===== src/rtl/half_subtractor_bank.sv =====
// half_subtractor_bank: WIDTH independent 1-bit half subtractors with a
// combinational result path, a one-cycle registered result path, and a
// saturating count of borrowing lanes over accepted beats.
//
// Ports:
//   clk, rst_n            clock, asynchronous active-low reset
//   in_valid              qualifies minuend/subtrahend for the registered path
//   minuend, subtrahend   per-lane operand bits
//   cnt_clr               synchronous clear of borrow_cnt (wins over accumulation)
//   diff, borrow_out      combinational per-lane difference and borrow
//   diff_q, borrow_q      registered diff/borrow_out, held when in_valid=0
//   out_valid             registered in_valid
//   borrow_cnt            saturating count of borrowing lanes
module half_subtractor_bank #(
  parameter int unsigned WIDTH = 1,
  parameter int unsigned CNT_W = 16
) (
  input  logic             clk,
  input  logic             rst_n,
  input  logic             in_valid,
  input  logic [WIDTH-1:0] minuend,
  input  logic [WIDTH-1:0] subtrahend,
  input  logic             cnt_clr,
  output logic [WIDTH-1:0] diff,
  output logic [WIDTH-1:0] borrow_out,
  output logic [WIDTH-1:0] diff_q,
  output logic [WIDTH-1:0] borrow_q,
  output logic             out_valid,
  output logic [CNT_W-1:0] borrow_cnt
);

  // Popcount width and an accumulator wide enough that the add never wraps.
  localparam int unsigned POP_W = $clog2(WIDTH + 1);
  localparam int unsigned SUM_W = ((CNT_W > POP_W) ? CNT_W : POP_W) + 1;

  logic [POP_W-1:0] borrow_pop;
  logic [SUM_W-1:0] cnt_sum;
  logic [CNT_W-1:0] cnt_nxt;

  // Per-lane half subtractor; lanes never interact.
  assign diff       = minuend ^ subtrahend;
  assign borrow_out = ~minuend & subtrahend;

  // Number of borrowing lanes this beat.
  always_comb begin
    borrow_pop = '0;
    for (int unsigned i = 0; i < WIDTH; i++) begin
      borrow_pop = borrow_pop + POP_W'(borrow_out[i]);
    end
  end

  // Saturating accumulate; clear has priority over an accepted beat.
  always_comb begin
    cnt_sum = SUM_W'(borrow_cnt) + SUM_W'(borrow_pop);
    cnt_nxt = borrow_cnt;
    if (cnt_clr) begin
      cnt_nxt = '0;
    end else if (in_valid) begin
      if (cnt_sum > SUM_W'({CNT_W{1'b1}})) begin
        cnt_nxt = '1;
      end else begin
        cnt_nxt = cnt_sum[CNT_W-1:0];
      end
    end
  end

  // Registered result path; operands captured only on accepted beats.
  always_ff @(posedge clk or negedge rst_n) begin
    if (!rst_n) begin
      diff_q     <= '0;
      borrow_q   <= '0;
      out_valid  <= 1'b0;
      borrow_cnt <= '0;
    end else begin
      out_valid  <= in_valid;
      borrow_cnt <= cnt_nxt;
      if (in_valid) begin
        diff_q   <= diff;
        borrow_q <= borrow_out;
      end
    end
  end

endmodule


===== config.mk =====
export PLATFORM = sky130hd
export DESIGN_NAME = half_subtractor_bank
export DESIGN_NICKNAME = d
export VERILOG_FILES = /design/src/rtl/half_subtractor_bank.sv
export SDC_FILE = /design/constraint.sdc
export NUM_CORES = 1
export LEC_CHECK = 0
export ABC_AREA = 0
export ABC_CLOCK_PERIOD_IN_PS = 1750
export BUFFER_PORTS_ARGS = -buffer_cell sky130_fd_sc_hd__buf_4
export CAP_MARGIN = 15
export CORE_UTILIZATION = 39
export CTS_CLUSTER_SIZE = 30
export DETAILED_ROUTE_END_ITERATION = 10
export PLACE_DENSITY = 0.63
export SKIP_LAST_GASP = 1
export SLEW_MARGIN = 10
export SYNTH_ARGS = -nofsm -noshare
export SYNTH_HDL_FRONTEND = slang
export SYNTH_SLANG_ARGS = --single-unit

===== constraint.sdc =====
create_clock -name clk -period 1.75 [get_ports clk]
set_clock_uncertainty 0.05 [all_clocks]
set_input_delay 0.35 -clock clk [delete_from_list [all_inputs] [get_ports clk]]
set_output_delay 0.35 -clock clk [all_outputs]
set_load 0.02 [all_outputs]

## Word level (Yosys, flattened, before mapping)

Index checks and enable logic that the tools add are counted.

- Muxes and demuxes: 3
- Bitwise operators: 3
- Reductions and logical operators: 1
- Order comparisons: 1
- $add $sub $neg: 1

Operator list:

| kind | count |
|---|---|
| 16-bit 2-to-1 mux | 3 |
| 16-bit by 1-bit adder with 17-bit output | 1 |
| 17-bit by 16-bit greater-than comparator with 1-bit output, second input constant | 1 |
| 2-bit nonzero test | 1 |
| 1-bit bitwise AND | 1 |
| 1-bit inverter | 1 |
| 1-bit bitwise XOR | 1 |

- Logic and storage cells: 13
- Input port bits: 6
- Register bits after elaboration: 19

## Longest topological paths before layout

- Depth in word-level cells: 7
- Gate-level depth with buffers: 8

## Least setup slack after synthesis

Ideal clock, no wire load.

- Path kind: input-to-reg
- From: input minuend
- To: register borrow_cnt[0]
- Cell stages on the path: 7
- Arrival time: 1,718 ps
- Data required time: 1,604 ps
- Slack: -114 ps
- Buffers on the path: 0
- Path through: inv_1 > ha_1 > ha_1 > nand3_1 > and2b_4 > nand3_4 > a311oi_2

- Word-level cells in the longest chain between the ends: 7

RTL lines:

| item | RTL line | RTL |
|---|---|---|
| start: declaration | 21 | `input logic [WIDTH-1:0] minuend,` |
| 1-bit inverter (*) | 42 | `assign borrow_out = ~minuend & subtrahend;` |
| 1-bit bitwise AND (*) | 42 |  |
| via borrow_out | 25 | `output logic [WIDTH-1:0] borrow_out,` |
| 16-bit by 1-bit adder with 17-bit output (*) | 54 | `cnt_sum = SUM_W'(borrow_cnt) + SUM_W'(borrow_pop);` |
| 17-bit by 16-bit greater-than comparator with 1-bit output | 59 | `if (cnt_sum > SUM_W'({CNT_W{1'b1}})) begin` |
| 16-bit 2-to-1 mux (*) | 59 |  |
| 16-bit 2-to-1 mux (*) | 58 | `end else if (in_valid) begin` |
| 16-bit 2-to-1 mux (*) | 56 | `if (cnt_clr) begin` |
| end signal: assignment | 76 | `borrow_cnt <= cnt_nxt;` |
| end: declaration | 29 | `output logic [CNT_W-1:0] borrow_cnt` |

Mark *: on every way through the listed nets, which the timed path passes. The rest lies on a longest branch. The select of a mux whose other input is x is not followed.
A chain may end at the register's enable or synchronous reset.

## Worst setup path after layout

- From: register borrow_cnt[0]
- To: register borrow_cnt[0]

- Word-level cells in the longest chain between the ends: 5

RTL lines:

| item | RTL line |
|---|---|
| 16-bit by 1-bit adder with 17-bit output (*) | 54 |
| 17-bit by 16-bit greater-than comparator with 1-bit output | 59 |
| 16-bit 2-to-1 mux (*) | 59 |
| 16-bit 2-to-1 mux (*) | 58 |
| 16-bit 2-to-1 mux (*) | 56 |

Mark *: on every way between the ends. The rest lies on a longest branch, timed or not. The select of a mux whose other input is x is not followed.

==> results.py <==
metrics = {
    "sta": {
        "fmax_ghz": 0.606,
        "period_needed_ns": 1.65,
        "grt_setup_unrepaired": "false",
        "setup_viol": 0,
        "slew_headroom_pct": 79.2,
        "finalCritPeriodShare_pct": 94.2,
        "worst_slew_pin_slew_ns": 0.312,
        "worst_slack_ns": 0.101,
        "hold_viol_final": 0,
        "drv_slew": 0,
    },
    "yosys": {
        "synth.most_common_cell": "dfrtp_1",
        "ys_ff_latch": 19,
        "synth_ff_type": "dfrtp_1",
        "synth_top_area_cell": "dfrtp_1",
        "postSynth.asyncResetShare_pct": 100,
        "synth.area.top_cells": "dfrtp_1 42%, a211oi_2 7.8%, a31oi_1 4.5%",
        "synth_top_area_share_pct": 42.4,
        "synth-compound-area-share_pct": 21.2,
        "synth_nets": 111,
        "synth_fa_ha_area_share_pct": 3.35,
        "post_synth_num_cell_types": 35,
        "synth_top_family_by_area": "simple AND/OR/NAND/NOR gates",
        "seq_area_frac_synth_pct": 42.4,
        "ys_top_cells_by_count": "19 x dfrtp_1, 9 x nor2_1, 8 x a31oi_1, 7 x a211oi_2, 5 x nand2_1",
        "synth_edf_count": 0,
        "synth_simple_gate_area_share_pct": 26.2,
        "synth-xor-area-share_pct": 0,
        "syn_area_um2": 1120,
        "yosys_warnings": 0,
        "syn_inst": 102,
        "synth_mux_area_share_pct": 2.01,
        "synth.avg_cell_area_um2": 11.0,
    },
    "global_routing": {
        "first_global_vias": 938,
        "grt_pass1_wl_mm": 4.15,
        "grt_max_degree": 20,
        "track_usage_pct": 17.1,
        "gr-total-overflow": 0,
        "antenna_found_initial": 0,
    },
    "routing": {
        "drt_wl_total_mm": 2.36,
        "vias": 949,
        "dr.pass1.iters": 4,
        "detail-route-antenna-nets": 0,
        "drc_errors": 0,
        "drt_first_iter_violations": 17,
        "viasPerCell": 5.65,
        "wl_per_cell_um": 14.0,
    },
    "clocking": {
        "worstSkewPairLatency_ns": 0.30,
        "cts.sinks": 19,
        "numCtsBuffers": 3,
        "clk_pin_slew_ns": 0.11,
        "htreeDepth": 1,
        "cts_tree": "yes",
        "cts_buffer_depth": 2,
        "cts-root-buf": "clkbuf_4",
        "post_cts_resized": 0,
    },
    "die": {
        "design.core.area_um2": 2730,
        "dieWidth_um": 55.6,
        "rows": 19,
        "dieArea_um2": 3090,
        "ios": 27,
        "die_height_um": 55.6,
        "initial_core_util_pct": 41.0,
    },
    "final_layout": {
        "final_util_pct": 52.9,
        "antennaDiodeCount": 0,
        "num-nets-final": 147,
        "drive_gt1_share_pct": 43.8,
        "areaGrowthSynthToFinish_pct": 28.9,
        "final_cells": 168,
        "final_area_um2": 1450,
    },
    "place": {
        "io_buffers": 26,
        "dp_slack_ns": -0.159,
        "hpwl_mm": 1.68,
        "placed_area_um2": 1400,
        "dp.cells": 162,
        "place_congestion": 0.782,
    },
    "setup_path": {
        "r2r_cells": 5,
        "crit_path_max_fanout": 9,
        "arrival_ns": 1.81,
        "path_class": "flip-flop to flip-flop",
        "endpoint_kind": "flip-flop",
        "start_kind": "flip-flop",
        "worstPathRequired_ns": 1.91,
    },
    "min_path": {
        "min_path_cells": 1,
        "hold_path_class": "input port to flip-flop",
    },
    "job": {
        "max-cap-violations": 0,
    },
    "power_and_ir_drop": {
        "power_density_nw_per_um2": 542,
        "total_power_uw": 783,
        "p_leak_nw": 0.669,
        "vdd_drop_max_mv": 0.370,
    },
    "status": {
        "status": "complete, no violations",
    },
}
## layer usage
| metal | up-vias | part of all wire (%) | track usage, % |
|---|---|---|---|
| met3 | 6 | 4.2 | 2.79 |
| met5 | - | 0 | 0 |
| li1 | 462 | - | - |
| met1 | 447 | 48 | 21.3 |
| met4 | 0 | 2.4 | 8.57 |
| met2 | 34 | 46 | 28.6 |
## power breakdown
group	switching [mW]	internal [mW]	total, mW
registers	0.00555	0.447	0.453
clock network	0.137	0.0887	0.226
logic	0.0574	0.0468	0.104
## cell families (layout without fill, tap and decap cells)
| logic type | after synthesis | count (layout) |
|---|---|---|
| adders and majority gates | 3 | 3 |
| buffers and inverters | 9 | 44 |
| muxes | 2 | 2 |
| AOI/OAI and AO/OA | 28 | 28 |
| and+or+nand+nor | 41 | 41 |
| DFF | 19 | 19 |
## state kept, by name, indices dropped and copies added (netlist names)
| register | flops |
|---|---|
| out_valid | 1 |
| borrow_cnt | 16 |
| diff_q | 1 |
| borrow_q | 1 |
## cell type report
cell class / count / area (um2)
repair buffers: 36 / 285
fillers: 247 / 1290
inverters: 4 / 15.0
flip-flops and latches: 19 / 475
clock buffers: 4 / 26.3
multi-input cells: 74 / 604
well taps: 31 / 38.8
## final timing paths
| path | slack [ns] | to | from |
|---|---|---|---|
| min in group asynchronous | 0.40 | borrow_cnt[12] | rst_n |
| hold / removal | 0.20 | out_valid | in_valid |
| max in group asynchronous | 1.03 | borrow_cnt[5] | rst_n |
| setup / recovery | 0.10 | borrow_cnt[0] | borrow_cnt[0] |
| hold reg to reg | 0.48 | diff_q | diff_q |
| setup reg to reg | 0.10 | borrow_cnt[0] | borrow_cnt[0] |
## cells in the final DEF (no fill, tap or decap), types with 2 or more instances in the layout
| master | instances |
|---|---|
| a41oi_1 | 2 |
| nor2_1 | 9 |
| a31oi_1 | 8 |
| nand3_1 | 3 |
| nor3_1 | 3 |
| a21oi_1 | 3 |
| a211oi_2 | 7 |
| mux2_2 | 2 |
| clkbuf_4 | 3 |
| nand2_1 | 5 |
| and3_4 | 2 |
| nand3_4 | 2 |
| and4_1 | 2 |
| inv_1 | 4 |
| o21ai_0 | 2 |
| and4b_1 | 2 |
| a41o_1 | 2 |
| o21bai_1 | 3 |
| dfrtp_1 | 19 |
| and3_1 | 2 |
| nor3_4 | 2 |
| buf_4 | 34 |
| ha_1 | 2 |
## worst max-delay path, cell delays in order, from the launching register on
cell	delay (ns)
dfrtp_1	0.41
ha_1	0.23
nand3_1	0.11
and2b_4	0.29
nand3_4	0.17
a311oi_2	0.31
## what timing repair did
item,4_1_cts,5_1_grt
hold buffers,1,0
hold endpoints to repair,19,0
endpoints found under the setup margin,0,1
buffers inserted,0,1
## per-stage QoR
stage / TNS, ns / hold WS, ns
final: 0 / 0.196
after global placement: -0.466 / 0.189
after CTS: 0 / 0.181
after floorplan: 0 / 0.00441
after global routing: 0 / 0.179
after detailed placement: -0.881 / 0.194
Power figures use the tool's default switching activity.
